$ cat src/rtl/char_t.sv
// UART transmitter: serializes 8-bit characters as 8N1 frames at one of four
// selectable bit periods, with a one-entry holding register for back-to-back frames.
module char_t #(
  parameter logic [15:0] PERIOD0 = 16'd10,
  parameter logic [15:0] PERIOD1 = 16'd20,
  parameter logic [15:0] PERIOD2 = 16'd40,
  parameter logic [15:0] PERIOD3 = 16'd80
) (
  input  logic       i_clk,
  input  logic       i_rst,
  input  logic [1:0] i_baud,
  input  logic [7:0] i_char,
  input  logic       i_valid,
  output logic       o_ready,
  output logic       o_tx,
  output logic       o_busy,
  output logic       o_finished
);

  typedef enum logic [1:0] {
    IDLE  = 2'd0,
    START = 2'd1,
    DATA  = 2'd2,
    STOP  = 2'd3
  } state_t;

  state_t      state, state_next;
  logic [15:0] div_cnt, div_next;
  logic [2:0]  bit_cnt, bit_next;
  logic [7:0]  shift, shift_next;
  logic [7:0]  hold, hold_next;
  logic        hold_full, hold_full_next;
  logic [15:0] period, period_next;
  logic        finished_next;
  logic        tx_next;
  logic        transfer;
  logic        bit_end;

  function automatic logic [15:0] baud_period(input logic [1:0] sel);
    case (sel)
      2'd0:    baud_period = PERIOD0;
      2'd1:    baud_period = PERIOD1;
      2'd2:    baud_period = PERIOD2;
      default: baud_period = PERIOD3;
    endcase
  endfunction

  assign transfer = i_valid && !hold_full;
  assign bit_end  = (div_cnt == (period - 16'd1));
  assign o_ready  = !hold_full;
  assign o_busy   = (state != IDLE);

  always_comb begin
    state_next     = state;
    div_next       = div_cnt;
    bit_next       = bit_cnt;
    shift_next     = shift;
    hold_next      = hold;
    hold_full_next = hold_full;
    period_next    = period;
    finished_next  = 1'b0;
    tx_next        = 1'b1;

    case (state)
      IDLE: begin
        div_next = 16'd0;
        if (transfer) begin
          shift_next  = i_char;
          period_next = baud_period(i_baud);
          bit_next    = 3'd0;
          state_next  = START;
        end
      end
      START: begin
        if (bit_end) begin
          div_next   = 16'd0;
          bit_next   = 3'd0;
          state_next = DATA;
        end else begin
          div_next = div_cnt + 16'd1;
        end
      end
      DATA: begin
        if (bit_end) begin
          div_next   = 16'd0;
          shift_next = {1'b0, shift[7:1]};
          if (bit_cnt == 3'd7) begin
            bit_next   = 3'd0;
            state_next = STOP;
          end else begin
            bit_next = bit_cnt + 3'd1;
          end
        end else begin
          div_next = div_cnt + 16'd1;
        end
      end
      STOP: begin
        if (bit_end) begin
          finished_next = 1'b1;
          div_next      = 16'd0;
          bit_next      = 3'd0;
          // A held character takes priority; otherwise a fresh transfer can chain directly.
          if (hold_full) begin
            shift_next     = hold;
            hold_full_next = 1'b0;
            period_next    = baud_period(i_baud);
            state_next     = START;
          end else if (transfer) begin
            shift_next  = i_char;
            period_next = baud_period(i_baud);
            state_next  = START;
          end else begin
            state_next = IDLE;
          end
        end else begin
          div_next = div_cnt + 16'd1;
        end
      end
      default: begin
        state_next = IDLE;
        div_next   = 16'd0;
        bit_next   = 3'd0;
      end
    endcase

    if (transfer && (state != IDLE) && !((state == STOP) && bit_end)) begin
      hold_next      = i_char;
      hold_full_next = 1'b1;
    end

    // The line level is computed from next state so the pin comes straight off a flop.
    case (state_next)
      START:   tx_next = 1'b0;
      DATA:    tx_next = shift_next[0];
      default: tx_next = 1'b1;
    endcase
  end

  always_ff @(posedge i_clk or posedge i_rst) begin
    if (i_rst) begin
      state      <= IDLE;
      div_cnt    <= 16'd0;
      bit_cnt    <= 3'd0;
      shift      <= 8'd0;
      hold       <= 8'd0;
      hold_full  <= 1'b0;
      period     <= PERIOD0;
      o_finished <= 1'b0;
      o_tx       <= 1'b1;
    end else begin
      state      <= state_next;
      div_cnt    <= div_next;
      bit_cnt    <= bit_next;
      shift      <= shift_next;
      hold       <= hold_next;
      hold_full  <= hold_full_next;
      period     <= period_next;
      o_finished <= finished_next;
      o_tx       <= tx_next;
    end
  end

endmodule

$ cat config.mk
export PLATFORM = sky130hd
export DESIGN_NAME = char_t
export DESIGN_NICKNAME = d
export VERILOG_FILES = /design/src/rtl/char_t.sv
export SDC_FILE = /design/constraint.sdc
export NUM_CORES = 1
export LEC_CHECK = 0
export CAP_MARGIN = 20
export CELL_PAD_IN_SITES_DETAIL_PLACEMENT = 1
export CELL_PAD_IN_SITES_GLOBAL_PLACEMENT = 2
export CORE_AREA = 5 5 114 84
export CTS_BUF_LIST = sky130_fd_sc_hd__clkbuf_4
export DETAILED_ROUTE_END_ITERATION = 7
export DIE_AREA = 0 0 119 89
export HOLD_SLACK_MARGIN = 0.15
export PLACE_DENSITY = 0.9
export SYNTH_ARGS = -nofsm -noshare
export SYNTH_HDL_FRONTEND = slang
export SYNTH_SLANG_ARGS = --single-unit
$ cat constraint.sdc
create_clock -name i_clk -period 4.4 [get_ports i_clk]
set_clock_uncertainty 0.1 [all_clocks]
set_input_delay 1.32 -clock i_clk [delete_from_list [all_inputs] [get_ports i_clk]]
set_output_delay 1.32 -clock i_clk [all_outputs]
set_load 0.05 [all_outputs]
==> results of run 1 <==
-- cell type report --
| cell class | count | area [um^2] | share of cell area, % |
|---|---|---|---|
| Tap cell | 105 | 131 | 3.69 |
| Clock inverter | 2 | 13.8 | 0.386 |
| Inverter | 12 | 45.0 | 1.26 |
| Sequential cell | 56 | 1410 | 39.4 |
| Multi-Input combinational cell | 244 | 1700 | 47.8 |
| Clock buffer | 6 | 45.0 | 1.26 |
| Timing Repair Buffer | 24 | 220 | 6.18 |
-- routing by layer --
metal	GRT usage (%)	vias to the layer above	share of wire, %	wire length (um)
met1	22.0	1196	52	3990
met3	2.85	10	2.3	177
met5	0	-	0	0
met4	4.94	0	1.4	108
li1	-	1158	-	-
met2	24.0	23	44	3350
-- final timing paths --
kind	from	to	slack [ps]	cells past startpoint
worst max-delay path	state[1]	o_busy	710	3
worst min-delay path	bit_cnt[2]	bit_cnt[2]	410	2
max in group asynchronous	i_rst	period[3]	2250	3
worst min register to register	bit_cnt[2]	bit_cnt[2]	410	2
worst max register to register	period[0]	period[12]	900	12
min in group asynchronous	i_rst	hold[5]	1090	2
-- synthesized netlist by cell type, types with 4 or more instances --
library cell   n  area (um^2)
dfrtp_1       53         1330
nand2_1       38          143
nor2_1        27          101
xnor2_1       25          219
o21ai_0       16         80.1
xor2_1        16          140
mux2_2        13          146
mux2i_1       13          130
inv_1         12         45.0
nand3_1       12         60.1
and2_1        10         62.6
nor3_1         8         40.0
and3_1         6         37.5
clkbuf_1       6         22.5
a22oi_1        5         37.5
ha_1           4         50.1
nor4_1         4         25.0
-- state kept, by name (all words and copies together) (netlist names) --
signal      flops
o_tx            1
o_finished      1
state           2
hold_full       1
bit_cnt         3
shift           8
div_cnt        16
hold            8
period         16
-- worst max-delay path, stage by stage (launching register included) --
cell,delay (ps)
dfrtp_1,650
nor2_1,200
inv_1,190
clkdlybuf4s50_1,830
-- cell families (layout without fill, tap and decap cells) --
family / Yosys count / count (layout)
AOI/OAI and AO/OA: 43 / 43
xor gates and xnor gates: 42 / 42
adders and majority gates: 4 / 4
buffers and inverters: 25 / 44
DFF: 56 / 56
muxes: 29 / 29
and+or+nand+nor: 126 / 126
-- through the flow --
step	instance area [um^2]	instances	power [mW]	util, %	setup WS (ps)
6_report	3560	449	0.793	43.1	706
5_1_grt	3560	449	0.832	43.1	570
4_1_cts	3560	449	0.810	43.1	684
3_5_place_dp	3510	441	0.558	42.4	842
3_3_place_gp	3510	441	0.558	42.4	897
2_1_floorplan	3240	325	0.539	-	1280
-- power breakdown --
group          internal (mW)  total (mW)  switching (mW)  leakage, nW
Combinational         0.0140      0.0329          0.0189        0.740
Clock                 0.0705       0.245           0.174       0.0360
Sequential             0.515       0.515               0        0.757
Total                  0.600       0.793           0.193         1.53
==> flow_summary_export.csv, run 1 <==
group,metric,value,unit
run_status,run_status,"completed",
critical_path,crit_required,2980,ps
floorplan,initial_core_utilization,39.2,%
sta,relSlewSlack,58.6,%
pwr,cellLeakagePower,1.53,nW
flow_run,timing.max_cap.violations,0,
logic_synthesis,mappedNetlistArea,3240,um^2
routing,detail_route.wirelength,7.62,mm
layout,most_used_cells_in_the_layout_excluding_fill_and_tap_cells,"dfrtp_1 (53), nand2_1 (38), nor2_1 (27), xnor2_1 (25)",
logic_synthesis,complex_gate_fraction_of_the_synthesized_area,9.16,%
critical_path,worst_ep_arrival_time,2270,ps
layout,synthToLayoutAreaGrowth,10.1,%
layout,mostFrequentLayoutCell,"dfrtp_1",
placed_design,dpl.hpwl,5.73,mm
routing,drt_first_iter_violations,106,
routing,drt.antenna.violating_nets,0,
logic_synthesis,adder_and_majority_gate_portion_of_the_synthesized_area,1.55,%
sta,report.final.hold_viol_count,0,
floorplan,dieArea,10600,um^2
grt,pin_count_of_the_biggest_net_entering_global_routing,41,
logic_synthesis,ys_ff_latch,56,
critical_path,critPathMaxFanout,12,
logic_synthesis,xor_and_xnor_area_share_after_synthesis,11.6,%
floorplan,core_region_area,8270,um^2
logic_synthesis,synth_simple_gate_area_share,20.5,%
routing,vias,2387,
pwr,max-vdd-ir-drop,102,uV
grt,grt_first_pass_wirelength,13.0,mm
logic_synthesis,synthDistinctLibCells,54,
grt,grtUsageTotal,15.4,%
layout,layout.filler_cells,955,
placed_design,total_of_buffers_placed_on_input_and_output_ports,16,
floorplan,floorplan.die.width,119,um
routing,routed_wire_length_per_instance,17.0,um
clock_tree,cts_setup_buffers,0,
sta,worst_hold_slack,414,ps
layout,num-nets-final,360,
logic_synthesis,async_reset_ff_share,100,%
clock_tree,cts.sinks,56,
sta,grt_setup_unrepaired,"no",
clock_tree,ctsLongestPathBuffers,2,
sta,fin_tns_setup,0,ps
placed_design,globalplace.congestion,0.860,
clock_tree,clk_root_buffer_cell,"clkbuf_4",
layout,layout-drive-gt1-share,14.2,%
critical_path,endpoint_kind,"primary output",
critical_path,critical_path_class,"flop to primary output",
grt,first_global_vias,2513,
hold_path,hold_path_class,"flop to flop",
clock_tree,clk_pin_slew,170,ps
routing,drc_errors,0,
logic_synthesis,synth_seq_area_share,43.4,%
sta,achievable-frequency,271,MHz
logic_synthesis,avgSynthCellArea,9.96,um^2
logic_synthesis,synth_flop_cell,"dfrtp_1",
sta,finalWorstPathRequiredPeriod,3690,ps
clock_tree,tritoncts.num_buffers,5,
sta,timing.final.max_slew_violations,0,
sta,timing.final.crit_share,83.9,%
pwr,p_per_area,222,nW/um^2
routing,detail_route.first_pass.iterations,4,
clock_tree,hold_buffers,0,
sta,setup_viol,0,
logic_synthesis,netlist_instances,325,
layout,inserted_diodes,0,
clock_tree,number_of_cells_upsized_or_downsized_after_cts,0,
logic_synthesis,synth.net_count,342,
sta,worstMarginPinSlew,618,ps
logic_synthesis,number_of_flops_mapped_to_enable_cells_by_yosys,0,
grt,grt-ovfl-total,0,
clock_tree,h-tree-depth,2,
floorplan,io-pin-count,17,
clock_tree,tritoncts,"built",
clock_tree,clock_latency_on_the_worst_skew_pair,400,ps
floorplan,fp-row-count,28,
routing,avgViaCountPerCell,5.32,
logic_synthesis,combinational_family_with_the_most_area_after_synthesis,"simple AND/OR/NAND/NOR gates",
floorplan,die_h,89,um
critical_path,crit_path_start_kind,"flop",
grt,grt_antenna_before_repair,0,
logic_synthesis,synth.yosys.warnings,0,
logic_synthesis,yosys-mux-area-fraction,9.81,%
Note: power is estimated with default switching activity, not from simulation.
==> run 2: changes to the inputs <==
==> constraint.sdc (replaced) <==
create_clock -name i_clk -period 3.8 [get_ports i_clk]
set_clock_uncertainty 0.1 [all_clocks]
set_input_delay 1.14 -clock i_clk [delete_from_list [all_inputs] [get_ports i_clk]]
set_output_delay 1.14 -clock i_clk [all_outputs]
set_load 0.05 [all_outputs]
==> run 2 against run 1 <==
Net effect:
- cell count up 0.45%
- global-route usage decreased by 0.19 points
- core utilization rose by 0.27 points
- clock-buffer cell count down 1
- total power increased by 16%
- critical path type is now flop to flop
- design area up 0.63%
- routed wire length is 1.1% lower
- clock power grew 16%
- hold slack lost 0.98 ps
- combinational power up 19%
- first-iteration DRC count grew 8.5%
==> flow_summary_export.csv, run 2 (synthesis results as in run 1) <==
group,metric,value,unit
placed_design,dpl.hpwl,5.73,mm
layout,mostFrequentLayoutCell,"dfrtp_1",
critical_path,cpLargestDelayFamily,"simple AND/OR/NAND/NOR gates",
placed_design,globalplace.congestion,0.810,
grt,pin_count_of_the_biggest_net_entering_global_routing,28,
clock_tree,clk_root_buffer_cell,"clkbuf_4",
pwr,p_per_area,257,nW/um^2
clock_tree,hold_buffers,0,
grt,grt-ovfl-total,0,
routing,detail_route.wirelength,7.54,mm
sta,fin_tns_setup,0,ps
sta,timing.final.crit_share,89.0,%
grt,grtUsageTotal,15.3,%
clock_tree,tritoncts.num_buffers,5,
critical_path,critical_path_class,"flop to flop",
critical_path,cp.buffers_inverters,2,
sta,worstMarginPinSlew,570,ps
layout,layout-drive-gt1-share,15.0,%
clock_tree,tritoncts,"built",
floorplan,io-pin-count,17,
grt,grt_antenna_before_repair,0,
critical_path,critPathSlowestCell,"dfrtp_1",
critical_path,endpoint_kind,"flop",
placed_design,total_of_buffers_placed_on_input_and_output_ports,16,
pwr,cellLeakagePower,1.54,nW
floorplan,fp-row-count,28,
sta,timing.final.max_slew_violations,0,
sta,grt_setup_unrepaired,"no",
sta,report.final.hold_viol_count,0,
routing,drt_first_iter_violations,115,
floorplan,die_h,89,um
routing,drc_errors,0,
run_status,run_status,"completed",
clock_tree,h-tree-depth,2,
hold_path,hold_path_class,"flop to flop",
routing,detail_route.first_pass.iterations,4,
grt,grt_first_pass_wirelength,13.1,mm
sta,finalWorstPathRequiredPeriod,3380,ps
routing,vias,2374,
critical_path,crit_path_start_kind,"flop",
floorplan,floorplan.die.width,119,um
clock_tree,clock_latency_on_the_worst_skew_pair,390,ps
layout,num-nets-final,362,
clock_tree,ctsLongestPathBuffers,2,
sta,relSlewSlack,61.9,%
layout,inserted_diodes,0,
clock_tree,cts.sinks,56,
critical_path,worst_ep_arrival_time,3630,ps
floorplan,core_region_area,8270,um^2
layout,largest_registers,"div_cnt x16, period x16",
floorplan,dieArea,10600,um^2
critical_path,crit_required,4050,ps
sta,setup_viol,0,
clock_tree,number_of_cells_upsized_or_downsized_after_cts,0,
grt,first_global_vias,2522,
layout,most_used_cells_in_the_layout_excluding_fill_and_tap_cells,"dfrtp_1 (53), nand2_1 (38), nor2_1 (27), xnor2_1 (25)",
pwr,finalPower,0.921,mW
clock_tree,clk_pin_slew,190,ps
pwr,max-vdd-ir-drop,138,uV
routing,drt.antenna.violating_nets,0,
layout,synthToLayoutAreaGrowth,10.8,%
flow_run,timing.max_cap.violations,0,
routing,routed_wire_length_per_instance,16.7,um
routing,avgViaCountPerCell,5.26,
clock_tree,cts_setup_buffers,0,
sta,achievable-frequency,296,MHz
critical_path,critPathMaxFanout,9,
floorplan,initial_core_utilization,39.2,%
critical_path,timing.critical_path.cells,"inv_1, ha_2, nor3b_1, xnor2_1, nor4_1, nand3_1, a2111o_1, nor4_4, buf_4, a211oi_1, a31oi_1, mux2_2",
critical_path,critPathMaxStageDelay,470,ps
[run 2: power breakdown]
| part | switching (mW) | internal, mW | total (mW) | leakage (nW) |
|---|---|---|---|---|
| Sequential | 0 | 0.597 | 0.597 | 0.757 |
| Clock | 0.207 | 0.0776 | 0.285 | 0.0358 |
| Combinational | 0.0223 | 0.0169 | 0.0393 | 0.749 |
[run 2: path summary, 6_finish.rpt]
kind                       cells past startpoint      start         to  slack [ps]
max                                           12  period[0]       o_tx         420
min                                            2  period[1]  period[1]         410
min in group asynchronous                      2      i_rst    hold[0]        1000
max reg2reg                                   12  period[0]       o_tx         420
min reg2reg                                    2  period[1]  period[1]         410
max in group asynchronous                      3      i_rst  period[3]        1910
[run 2: per-layer routing]
| layer | part of all wire (%) | track usage [%] | vias up | wire length, um |
|---|---|---|---|---|
| met4 | 0.68 | 2.84 | 0 | 51 |
| met3 | 1.5 | 2.40 | 4 | 114 |
| met2 | 42 | 22.9 | 14 | 3150 |
| met1 | 56 | 23.4 | 1199 | 4220 |
| li1 | - | - | 1157 | - |
| met5 | 0 | 0 | - | 0 |
[run 2: final cells by class]
type	count	area, um^2
Fill cell	959	4680
Multi-Input combinational cell	244	1710
Clock buffer	5	37.5
Tap cell	105	131
Sequential cell	56	1410
Clock inverter	3	26.3
Inverter	12	45.0
Timing Repair Buffer	26	235
[run 2: worst reg2reg max path, delay by kind of cell, from the launching register on]
kind	cells	cell delay, ps
adders and majority gates	1	250
buffers and inverters	2	300
and+or+nand+nor	4	1070
AOI/OAI and AO/OA	3	680
DFF	1	470
muxes	1	360
xor gates and xnor gates	1	120
[run 2: per-stage QoR]
step	hold slack, ps	setup slack [ps]	util, %	area [um^2]	std cells
after floorplan	354	681	-	3240	325
after global placement	373	514	42.6	3520	443
after detailed placement	384	434	42.6	3520	443
after CTS	415	344	43.4	3580	451
after global routing	461	93.9	43.4	3590	451
final	413	419	43.4	3590	451
